==> config.mk <==
export PLATFORM = sky130hd
export DESIGN_NAME = alarm_bank
export DESIGN_NICKNAME = d
export VERILOG_FILES = /design/src/rtl/alarm_pkg.sv /design/src/rtl/alarm_chan.sv /design/src/rtl/alarm_bank.sv
export SDC_FILE = /design/constraint.sdc
export NUM_CORES = 1
export LEC_CHECK = 0
export CORE_ASPECT_RATIO = 1.75
export CORE_MARGIN = 4
export CORE_UTILIZATION = 35
export CTS_CLUSTER_DIAMETER = 60
export DETAILED_ROUTE_END_ITERATION = 10
export SYNTH_ARGS = -nofsm -noshare
export SYNTH_HDL_FRONTEND = slang
export SYNTH_SLANG_ARGS = --single-unit
==> constraint.sdc <==
create_clock -name clk -period 4.2 [get_ports clk]
set_input_delay 0.63 -clock clk [delete_from_list [all_inputs] [get_ports clk]]
set_output_delay 0.63 -clock clk [all_outputs]
set_load 0.005 [all_outputs]
==> src/rtl/alarm_pkg.sv <==
// alarm_pkg: shared types and calendar constants for the alarm bank.
//   alarm_state_t : per-channel ring/snooze state
//   alarm_cfg_t   : one channel's programmable settings
package alarm_pkg;

   typedef enum logic [1:0] {A_IDLE, A_RING, A_SNOOZE} alarm_state_t;

   localparam int DAYS = 7;
   localparam int MINS = 60;
   localparam int HRS  = 24;

   typedef struct packed {
      logic [6:0] amin;
      logic [6:0] ahrs;
      logic [6:0] daymask;
      logic       armed;
   } alarm_cfg_t;

endpackage

==> src/rtl/alarm_chan.sv <==
// alarm_chan: one alarm channel -- settings registers plus the
// ring/snooze/auto-off state machine, advanced by the minute tick.
//   clk, reset        : clock, asynchronous active-high reset
//   tick_min          : one-cycle minute pulse, tmin/thrs/tday valid with it
//   tmin, thrs, tday  : current time of day
//   wr, wr_cfg        : load new settings into this channel
//   snooze, dismiss   : user pulses shared by all channels
//   ringing, snoozed  : state decode
//   missed            : sticky auto-off flag
module alarm_chan
   import alarm_pkg::*;
#(
   parameter int RING_MIN   = 5,
   parameter int SNOOZE_MIN = 9,
   parameter int MAX_SNOOZE = 3
) (
   input  logic       clk,
   input  logic       reset,
   input  logic       tick_min,
   input  logic [6:0] tmin,
   input  logic [6:0] thrs,
   input  logic [6:0] tday,
   input  logic       wr,
   input  alarm_cfg_t wr_cfg,
   input  logic       snooze,
   input  logic       dismiss,
   output logic       ringing,
   output logic       snoozed,
   output logic       missed
);

   localparam logic [3:0] RING_LEN = 4'(RING_MIN);
   localparam logic [3:0] SNZ_LEN  = 4'(SNOOZE_MIN);
   localparam logic [2:0] SNZ_MAX  = 3'(MAX_SNOOZE);

   alarm_cfg_t   cfg, cfg_nxt;
   alarm_state_t state, state_nxt;
   logic [3:0]   min_cnt, min_cnt_nxt;
   logic [2:0]   snz_cnt, snz_cnt_nxt;
   logic         missed_nxt;
   logic         match;

   // Day range is checked first so an invalid day never indexes the mask.
   assign match = cfg.armed && (tmin == cfg.amin) && (thrs == cfg.ahrs) &&
                  (tday <= 7'(DAYS - 1)) && cfg.daymask[tday[2:0]];

   always_comb begin
      // NOTE: every variable gets a default first so no path leaves it unassigned (no latches).
      cfg_nxt     = cfg;
      state_nxt   = state;
      min_cnt_nxt = min_cnt;
      snz_cnt_nxt = snz_cnt;
      missed_nxt  = missed;

      if (wr) begin
         // A write overrides everything else this cycle, including a tick.
         cfg_nxt     = wr_cfg;
         state_nxt   = A_IDLE;
         min_cnt_nxt = '0;
         snz_cnt_nxt = '0;
         missed_nxt  = 1'b0;
      end else begin
         if (dismiss) missed_nxt = 1'b0;
         unique case (state)
            A_IDLE: begin
               if (tick_min && match) begin
                  state_nxt   = A_RING;
                  min_cnt_nxt = '0;
                  snz_cnt_nxt = '0;
               end
            end
            A_RING: begin
               if (dismiss) begin
                  state_nxt = A_IDLE;
               end else if (snooze && (snz_cnt < SNZ_MAX)) begin
                  state_nxt   = A_SNOOZE;
                  min_cnt_nxt = '0;
                  snz_cnt_nxt = snz_cnt + 3'd1;
               end else if (tick_min) begin
                  if (min_cnt + 4'd1 == RING_LEN) begin
                     state_nxt  = A_IDLE;
                     missed_nxt = 1'b1;
                  end else begin
                     min_cnt_nxt = min_cnt + 4'd1;
                  end
               end
            end
            A_SNOOZE: begin
               if (dismiss) begin
                  state_nxt = A_IDLE;
               end else if (tick_min) begin
                  if (min_cnt + 4'd1 == SNZ_LEN) begin
                     state_nxt   = A_RING;
                     min_cnt_nxt = '0;
                  end else begin
                     min_cnt_nxt = min_cnt + 4'd1;
                  end
               end
            end
            default: state_nxt = A_IDLE;
         endcase
      end
   end

   // NOTE: settings registers are reset too, so a channel can never ring from power-up garbage.
   always_ff @(posedge clk or posedge reset) begin
      if (reset) begin
         cfg     <= '0;
         state   <= A_IDLE;
         min_cnt <= '0;
         snz_cnt <= '0;
         missed  <= 1'b0;
      end else begin
         // NOTE: non-blocking assignments so all registers update together on the edge.
         cfg     <= cfg_nxt;
         state   <= state_nxt;
         min_cnt <= min_cnt_nxt;
         snz_cnt <= snz_cnt_nxt;
         missed  <= missed_nxt;
      end
   end

   assign ringing = (state == A_RING);
   assign snoozed = (state == A_SNOOZE);

endmodule

==> src/rtl/alarm_bank.sv <==
// alarm_bank: N independently programmable alarms with weekday masks,
// snooze and auto-off, driven by the time-of-day counter's minute tick.
//   clk, reset                   : clock, asynchronous active-high reset
//   tick_min, tmin, thrs, tday   : minute pulse and current time
//   wr_en, wr_sel, wr_*          : program one channel
//   snooze, dismiss              : shared user pulses
//   buzz                         : any channel ringing
//   ringing, snoozed, missed     : per-channel status
module alarm_bank
   import alarm_pkg::*;
#(
   parameter  int N_ALARMS   = 4,
   parameter  int RING_MIN   = 5,
   parameter  int SNOOZE_MIN = 9,
   parameter  int MAX_SNOOZE = 3,
   localparam int SEL_W      = (N_ALARMS > 1) ? $clog2(N_ALARMS) : 1
) (
   input  logic                clk,
   input  logic                reset,
   input  logic                tick_min,
   input  logic [6:0]          tmin,
   input  logic [6:0]          thrs,
   input  logic [6:0]          tday,
   input  logic                wr_en,
   input  logic [SEL_W-1:0]    wr_sel,
   input  logic [6:0]          wr_amin,
   input  logic [6:0]          wr_ahrs,
   input  logic [6:0]          wr_daymask,
   input  logic                wr_arm,
   input  logic                snooze,
   input  logic                dismiss,
   output logic                buzz,
   output logic [N_ALARMS-1:0] ringing,
   output logic [N_ALARMS-1:0] snoozed,
   output logic [N_ALARMS-1:0] missed
);

   alarm_cfg_t wr_cfg;

   assign wr_cfg = '{amin: wr_amin, ahrs: wr_ahrs, daymask: wr_daymask, armed: wr_arm};

   for (genvar i = 0; i < N_ALARMS; i++) begin : g_chan
      // A wr_sel beyond the last channel matches no instance and is dropped.
      logic wr_hit;
      assign wr_hit = wr_en && (wr_sel == SEL_W'(i));

      alarm_chan #(
         .RING_MIN   (RING_MIN),
         .SNOOZE_MIN (SNOOZE_MIN),
         .MAX_SNOOZE (MAX_SNOOZE)
      ) u_chan (
         .clk      (clk),
         .reset    (reset),
         .tick_min (tick_min),
         .tmin     (tmin),
         .thrs     (thrs),
         .tday     (tday),
         .wr       (wr_hit),
         .wr_cfg   (wr_cfg),
         .snooze   (snooze),
         .dismiss  (dismiss),
         .ringing  (ringing[i]),
         .snoozed  (snoozed[i]),
         .missed   (missed[i])
      );
   end

   // Decoded from channel state only, so reset drops the buzzer without a clock.
   assign buzz = |ringing;

endmodule

* After elaboration in Yosys (flattened, before gate mapping)
Cells that the tools add are included.
Storage, ports and cells: register bits 128, output and inout port bits 13, logic and storage cells 307
Operators by class: $add $sub $neg 8, order comparisons 6, equal/unequal tests 71, mux-type cells 136, reductions and logical operators 54
Operators by type and width (count):
- 2-to-1 mux 4 bit | 36
- 2-to-1 mux 2 bit | 36
- != test 4 x 3 -> 1 bit, second input constant | 16
- == test 7 bit | 8
- 2-to-1 mux 3 bit | 16
- != test 3 x 2 -> 1 bit, second input constant | 16
- case mux 4 bit (3 select lines) | 4
- != test 5 x 4 -> 1 bit, second input constant | 8
- 2-to-1 mux 1 bit | 32
- logical AND 1 bit | 28
- AND reduction 7 bit | 4
- case mux 2 bit (3 select lines) | 4
- case mux 3 bit (2 select lines) | 4
- AND reduction 5 bit | 4
- adder 4 x 1 -> 4 bit, second input constant | 4
- == test 4 x 3 -> 1 bit, second input constant | 4
- == test 4 bit, second input constant | 4
- AND reduction 4 bit | 4
- nonzero test 4 bit | 4
- adder 3 x 1 -> 3 bit, second input constant | 4
- binary-select mux 1 bit (select 3 bit) | 4
- == test 2 bit, second input constant | 6
- < comparator 3 x 2 -> 1 bit, second input constant | 4
- != test 3 x 1 -> 1 bit, second input constant | 4
- other kinds (6) | 17

* Longest topological paths before layout
Gate-level depths: netlist of the first run.
depth in word-level cells 9, gate-level depth with buffers 9, mapped depth without buffers 8

* By module
Synthesis of the first run repeated with hierarchy kept, for this count alone.
Unflattened totals: cells, all modules 692, area, all modules 7564.8 sq um
By module, submodules not included:
- alarm_chan at g_chan[0].u_chan ... | times used 2, cells each 171, area each 1874.3 sq um, seq. area each 800.8 sq um
- alarm_chan at g_chan[3].u_chan | times used 1, cells each 172, area each 1889.3 sq um, seq. area each 800.8 sq um
- alarm_chan at g_chan[2].u_chan | times used 1, cells each 173, area each 1888.1 sq um, seq. area each 800.8 sq um
- alarm_bank | times used 1, cells each 5, area each 38.8 sq um, seq. area each 0.0 sq um

* Worst setup path before layout of the first run
No wires, ideal clock.
path type in2reg, from input port tday[0], to register g_chan[3].u_chan.min_cnt[2], library setup time 0.122 ns, arrival 2.505 ns, slack 1.574 ns, stages on the path 8, path buffers 2, cells stage by stage buf_6 -> mux4_2 -> nor2_1 -> or4_4 -> o21a_1 -> buf_6 -> or3_1 -> a32o_1
Between the ends: cells in the longest elaborated chain, start to end 6
RTL lines:
- start: declaration | line alarm_bank.sv:23 | input logic [6:0] tday,
- less-or-equal comparator 7 x 3 -> 1 bit or binary-select mux 1 bit (select 3 bit) (tied branches) | line alarm_chan.sv:45 | (tday <= 7'(DAYS - 1)) && cfg.daymask[tday[2:0]];
- logical AND 1 bit or 2-to-1 mux 1 bit (tied branches) | line alarm_chan.sv:44, alarm_chan.sv:45
- logical AND 1 bit * | line alarm_chan.sv:45
- logical AND 1 bit * | line alarm_chan.sv:66 | if (tick_min && match) begin
- != test 3 x 1 -> 1 bit (no line) *
- AND reduction 7 bit (no line) *
- end signal: assignment | line alarm_chan.sv:117 | min_cnt <= min_cnt_nxt;
- end: declaration | line alarm_chan.sv:38 | logic [3:0] min_cnt, min_cnt_nxt;
Every way passes the cells marked *; elsewhere a longest branch is shown, timed or not. The select of a mux whose other input is x is not followed. A chain may end at the register's enable or synchronous reset.

* Final worst setup path of the first run
from input port tday[0], to register g_chan[3].u_chan.min_cnt[1]
Same word-level chain as after synthesis.

==> results_dict.tcl, run 1 <==
set metrics [dict create \
    grt_remaining_overflow 0 \
    cts_buffer_depth 2 \
    regToRegStartpoint "g_chan[3].u_chan.cfg[10]$_DFFE_PP0P_" \
    relSlewSlack_pct 38.2 \
    period_minus_slack_ps 3080 \
    worstSetupPathType "in2reg" \
    ios 64 \
    via_per_inst 5.09 \
    worstPathArrival_ps 3390 \
    h-tree-depth 4 \
    syn_avg_cell_area_sq_um 8.58 \
    leakage_nw 4.23 \
    synth-seq-cells 128 \
    ys_seq_area_share_pct 42.4 \
    min_path_type "reg2reg" \
    cp_data_required_time_ps 4510 \
    first_pass_iters 5 \
    cts_hold_buf 0 \
    synth.distinct_cells 67 \
    ir_drop_v 0.000248 \
    cp_num_buf_inv 1 \
    worstSetupEndpointType "flop" \
    die_h_um 202 \
    portBuffers 63 \
    ys_top_cells_by_area "dfrtp_1 (42%), nand2_1 (15%), ha_1 (4.6%), xnor2_1 (3.4%), xor2_1 (3.1%)" \
    setup_viol 0 \
    setup_tns_ps 0 \
    fillers 2106 \
    crit_chain "clkdlybuf4s50_1, mux4_2, nor2_1, or4_4, o21a_1, o21ai_1, mux2_2" \
    clk_latency_ps 420 \
    synth_top_area_share_pct 42.4 \
    tightest_slew_ps 927 \
    cts_setup_buffers 0 \
    syn_nets 960 \
    dp_hpwl_mm 15.2 \
    finClkSkew_ps 9.62 \
    synth_edf_count 0 \
    cts-buffers-inserted 17 \
    drt-total-wl_mm 20.8 \
    ant_nets 0 \
    grt.total_usage_pct 17.9 \
    crit_path_start_kind "input pin" \
    placed_cells 1198 \
    pwr_density_cell_mw_per_mm2 514 \
    synthCells 881 \
    grt_pass1_wl_mm 34.2 \
    final_nets 1008 \
    max-cap-violations 0 \
    die_w_um 119 \
    drtIter0Drc 335 \
    rsz0062_at_grt "false" \
    fmax_mhz 325 \
    start_util_pct 35.8 \
    drt_drc_violations_left 0 \
    ctsResizeCount 0 \
    die_area_sq_mm 0.0241 \
    finalHoldViolCount 0 \
    crit_slowest_cell "clkdlybuf4s50_1" \
    final_cells 1230 \
    period_share_pct 73.2 \
    synth_area_sq_mm 0.00756 \
    drive_above_1_share_pct 6.48 \
    diodes 0 \
    rows 70 \
    core-area_sq_mm 0.0211 \
    path_delay_family "multiplexers" \
    antenna_found_initial 0 \
    status "finished clean" \
    synth_area_leader_cell "dfrtp_1" \
    ys.flop_type "dfrtp_1" \
    max_stage_delay_ps 650 \
    tritoncts "built" \
    grt_pass1_vias 6544 \
    slew_viol_final 0 \
    path_max_fanout 10 \
    vias 6263 \
    yosysWarnings 0 \
    clkTransAtPathRegs_ps 60 \
    post_drt_wl_per_cell_um 16.9 \
    area_growth_pct 19.8 \
    gp_congestion 0.832 \
    crit_start "tday[0]" \
    hp-start "g_chan[0].u_chan.cfg[1]$_DFFE_PP0P_" \
    cts.sinks 128 \
    grt_max_degree 72 \
    synth_async_sr_flop_share_pct 100 \
    cts-root-buf "clkbuf_16" \
]
==> final timing paths <==
path	to	slack, ps	depth (start not counted)
max	g_chan[3].u_chan.min_cnt[1]$_DFFE_PP0P_	1120	7
min reg2reg	g_chan[0].u_chan.cfg[1]$_DFFE_PP0P_	470	2
min	g_chan[0].u_chan.cfg[1]$_DFFE_PP0P_	470	2
max reg2reg	g_chan[3].u_chan.min_cnt[1]$_DFFE_PP0P_	1700	6
max in group asynchronous	g_chan[2].u_chan.cfg[13]$_DFFE_PP0P_	2550	3
min in group asynchronous	g_chan[1].u_chan.min_cnt[0]$_DFFE_PP0P_	740	2
==> tightest hold or removal path, delay by kind of cell (launching register included) <==
kind,cells,cell delay [ps]
flops,1,330
simple gates,2,100
==> state kept, by name, summed over array words and instances (netlist names) <==
name / count
g_chan.u_chan.snz_cnt: 12
g_chan.u_chan.state: 8
g_chan.u_chan.cfg: 88
g_chan.u_chan.missed: 4
g_chan.u_chan.min_cnt: 16
==> placed cells by master, fill, tap and decap left out, types with 6 or more instances in the layout <==
cell type	n
nor2b_1	12
o21ai_0	22
o21a_1	7
xor2_1	27
xnor2_1	29
nor2_1	31
and2_1	10
mux2i_1	17
clkbuf_16	17
clkdlybuf4s50_1	63
inv_1	32
buf_4	15
nor4_1	8
a22o_1	7
o211ai_1	9
clkinv_4	6
ha_1	28
dfrtp_1	128
nand3_1	15
nor3_1	14
a21oi_1	19
nand4_1	14
nand2_1	293
o221ai_1	6
nand2b_1	10
a211o_1	6
==> area by class of cell <==
class / instances / area [sq um] / area share [%]
Multi-Input combinational cell: 671 / 3980 / 44.0
Sequential cell: 128 / 3200 / 35.4
Timing Repair Buffer: 78 / 743 / 8.21
Clock buffer: 17 / 425 / 4.70
Tap cell: 288 / 360 / 3.98
Clock inverter: 15 / 210 / 2.32
Inverter: 33 / 126 / 1.40
==> metrics by stage <==
stage	hold slack (ps)	setup WS [ps]	area, sq um	utilization (%)	power, mW
finish	469	1120	9050	42.9	4.65
global route	494	1010	9050	42.9	4.96
CTS	472	1140	9050	42.9	4.69
detailed placement	457	714	8420	39.9	3.07
global placement	452	766	8420	39.9	3.05
floorplan	437	157	7560	-	2.65
==> Yosys cell counts, drive strengths merged, types with 6 or more instances <==
| cell type | number |
|---|---|
| o211ai | 9 |
| a211o | 6 |
| a21oi | 19 |
| xor2 | 27 |
| nor2b | 12 |
| nand4 | 14 |
| o21ai | 23 |
| buf | 21 |
| nor2 | 31 |
| nor3 | 14 |
| nand3 | 15 |
| o21a | 7 |
| nor4 | 8 |
| nand2 | 293 |
| o221ai | 6 |
| xnor2 | 29 |
| a22o | 7 |
| nand2b | 10 |
| mux2i | 17 |
| and2 | 11 |
| clkbuf | 28 |
| dfrtp | 128 |
| inv | 33 |
| ha | 28 |
==> report_power, final <==
part           switching (mW)  internal (mW)  leakage (nW)  total (mW)
Combinational           0.822          0.625          2.28        1.45
Sequential              0.165           1.44          1.65        1.61
Clock                   0.596           1.00         0.304        1.60
==> cell families (layout without fill, tap and decap cells) <==
family                     count (synthesis)  count (layout)  share of synthesized area [%]
muxes                                     25              25                           4.19
DFF                                      128             128                           42.4
and+or+nand+nor                          436             436                           25.4
AOI/OAI and AO/OA                        126             126                           11.9
buffers and inverters                     82             143                           4.98
adders and majority gates                 28              28                           4.64
xor gates and xnor gates                  56              56                           6.49
==> metal layers <==
| layer | track usage (%) | routed length, um | vias to the layer above |
|---|---|---|---|
| li1 | - | - | 3076 |
| met1 | 19.6 | 8300 | 3046 |
| met2 | 34.0 | 11300 | 118 |
| met3 | 2.72 | 715 | 23 |
| met4 | 7.21 | 533 | 0 |
| met5 | 0 | 0 | - |
No activity file was read; power rests on OpenSTA's default activity.
==> run 2, diff against run 1 <==
==> constraint.sdc (replaced) <==
create_clock -name clk -period 3.1 [get_ports clk]
set_input_delay 0.465 -clock clk [delete_from_list [all_inputs] [get_ports clk]]
set_output_delay 0.465 -clock clk [all_outputs]
set_load 0.005 [all_outputs]
==> results_dict.tcl, run 2 (synthesis results as in run 1) <==
set metrics [dict create \
    status "finished clean" \
    max_stage_delay_ps 570 \
    area_growth_pct 21.4 \
    cts-buffers-inserted 17 \
    cts.sinks 128 \
    leakage_nw 4.31 \
    portBuffers 63 \
    diodes 0 \
    rows 70 \
    grt_remaining_overflow 0 \
    rsz0062_at_grt "false" \
    reg.largest.list "g_chan.u_chan.cfg: 88 flops, g_chan.u_chan.min_cnt: 16 flops, g_chan.u_chan.snz_cnt: 12 flops" \
    cts-root-buf "clkbuf_16" \
    worstSetupPathType "reg2out" \
    grt_pass1_wl_mm 34.0 \
    worstPathArrival_ps 2280 \
    ios 64 \
    core-area_sq_mm 0.0211 \
    via_per_inst 5.09 \
    crit_slowest_cell "or4_1" \
    ant_nets 0 \
    top_register "g_chan.u_chan.cfg" \
    cts_hold_buf 0 \
    post_drt_wl_per_cell_um 16.4 \
    final_cell_area_sq_mm 0.00917 \
    vias 6374 \
    die_h_um 202 \
    finalHoldViolCount 0 \
    tightest_slew_ps 651 \
    antenna_found_initial 0 \
    die_area_sq_mm 0.0241 \
    final_cells 1252 \
    grt.total_usage_pct 17.7 \
    min_path_type "reg2reg" \
    max-cap-violations 0 \
    clk_latency_ps 420 \
    final_nets 1032 \
    clkTransAtPathRegs_ps 60 \
    final_cell_mix "nand2_1 (293), dfrtp_1 (128), clkdlybuf4s50_1 (63)" \
    grt_pass1_vias 6482 \
    die_w_um 119 \
    tritoncts "built" \
    crit_path_start_kind "flop" \
    drtIter0Drc 321 \
    path_max_fanout 9 \
    ir_drop_v 0.000284 \
    cp_num_buf_inv 2 \
    start_util_pct 35.8 \
    placed_cells 1222 \
    largest_register_ffs 88 \
    relSlewSlack_pct 56.5 \
    grt_max_degree 34 \
    finClkSkew_ps 10.4 \
    cts_buffer_depth 2 \
    fmax_mhz 365 \
    drt-total-wl_mm 20.6 \
    ctsResizeCount 0 \
    pwr_density_cell_mw_per_mm2 671 \
    worstSetupEndpointType "primary output" \
    path_delay_family "simple AND/OR/NAND/NOR gates" \
    period_share_pct 88.5 \
    dpl_cell_area_sq_mm 0.00861 \
    dp_slack_ps -24.3 \
    crit_chain "inv_1, ha_1, or4_1, clkdlybuf4s50_1" \
    hold_ws_ps 462 \
    worst_slack_ps 357 \
    drive_above_1_share_pct 8.30 \
    dp_hpwl_mm 15.3 \
    cp_data_required_time_ps 2630 \
    drt_drc_violations_left 0 \
    slew_viol_final 0 \
    first_pass_iters 5 \
    final_common_cell "nand2_1" \
    fillers 2111 \
    gp_congestion 0.859 \
    cts_setup_buffers 0 \
    setup_viol 0 \
    period_minus_slack_ps 2740 \
    h-tree-depth 4 \
]
-- run 2: cell count changes in the layout (fill, tap and decap cells not counted), sizes merged --
cell / change
inv: -2
bufinv: -2
clkinvlp: +1
clkinv: -3
buf: +24
clkbuf: +4
-- run 2: power breakdown --
part / total (mW) / switching, mW / internal [mW]
Sequential: 2.18 / 0.225 / 1.96
Clock: 1.94 / 0.745 / 1.20
Combinational: 2.03 / 1.12 / 0.912
-- run 2: metrics by stage --
stage	util [%]	setup TNS [ps]	total power, mW
2_1_floorplan	-	0	3.59
3_3_place_gp	40.8	-22.9	4.21
3_5_place_dp	40.8	-24.3	4.24
4_1_cts	43.5	0	6.21
5_1_grt	43.5	0	6.56
6_report	43.5	0	6.15
-- run 2: worst paths after layout --
check                                                         from                                      end  slack (ps)  cells past startpoint
max                          g_chan[1].u_chan.state[1]$_DFFE_PP0P_                                     buzz         360                      4
min                            g_chan[0].u_chan.cfg[2]$_DFFE_PP0P_      g_chan[0].u_chan.cfg[2]$_DFFE_PP0P_         460                      2
max reg2reg                g_chan[0].u_chan.min_cnt[0]$_DFFE_PP0P_  g_chan[0].u_chan.min_cnt[3]$_DFFE_PP0P_         630                      8
min reg2reg                    g_chan[0].u_chan.cfg[2]$_DFFE_PP0P_      g_chan[0].u_chan.cfg[2]$_DFFE_PP0P_         460                      2
max in group asynchronous                                    reset  g_chan[2].u_chan.min_cnt[0]$_DFFE_PP0P_        1970                      3
min in group asynchronous                                    reset  g_chan[1].u_chan.min_cnt[1]$_DFFE_PP0P_         480                      2
-- run 2: cell type report --
cell class,instances,area (sq um),share of cell area (%)
clock inverters,9,111,1.21
clock buffers,21,450,4.91
repair buffers,102,936,10.2
flip-flops and latches,128,3200,34.9
well taps,288,360,3.93
inverters,33,128,1.39
multi-input cells,671,3980,43.4
-- run 2: worst min-delay path, cell delays in order (launching register included) --
cell and delay, ps:
dfrtp_1 330, nand2_1 50, nand2_1 50
-- run 2: layer usage --
metal | wire (um) | track usage [%] | vias to the layer above
li1 | - | - | 3123
met1 | 8220 | 19.8 | 3090
met2 | 11300 | 33.2 | 127
met3 | 539 | 2.38 | 34
met4 | 552 | 7.05 | 0
met5 | 0 | 0 | -
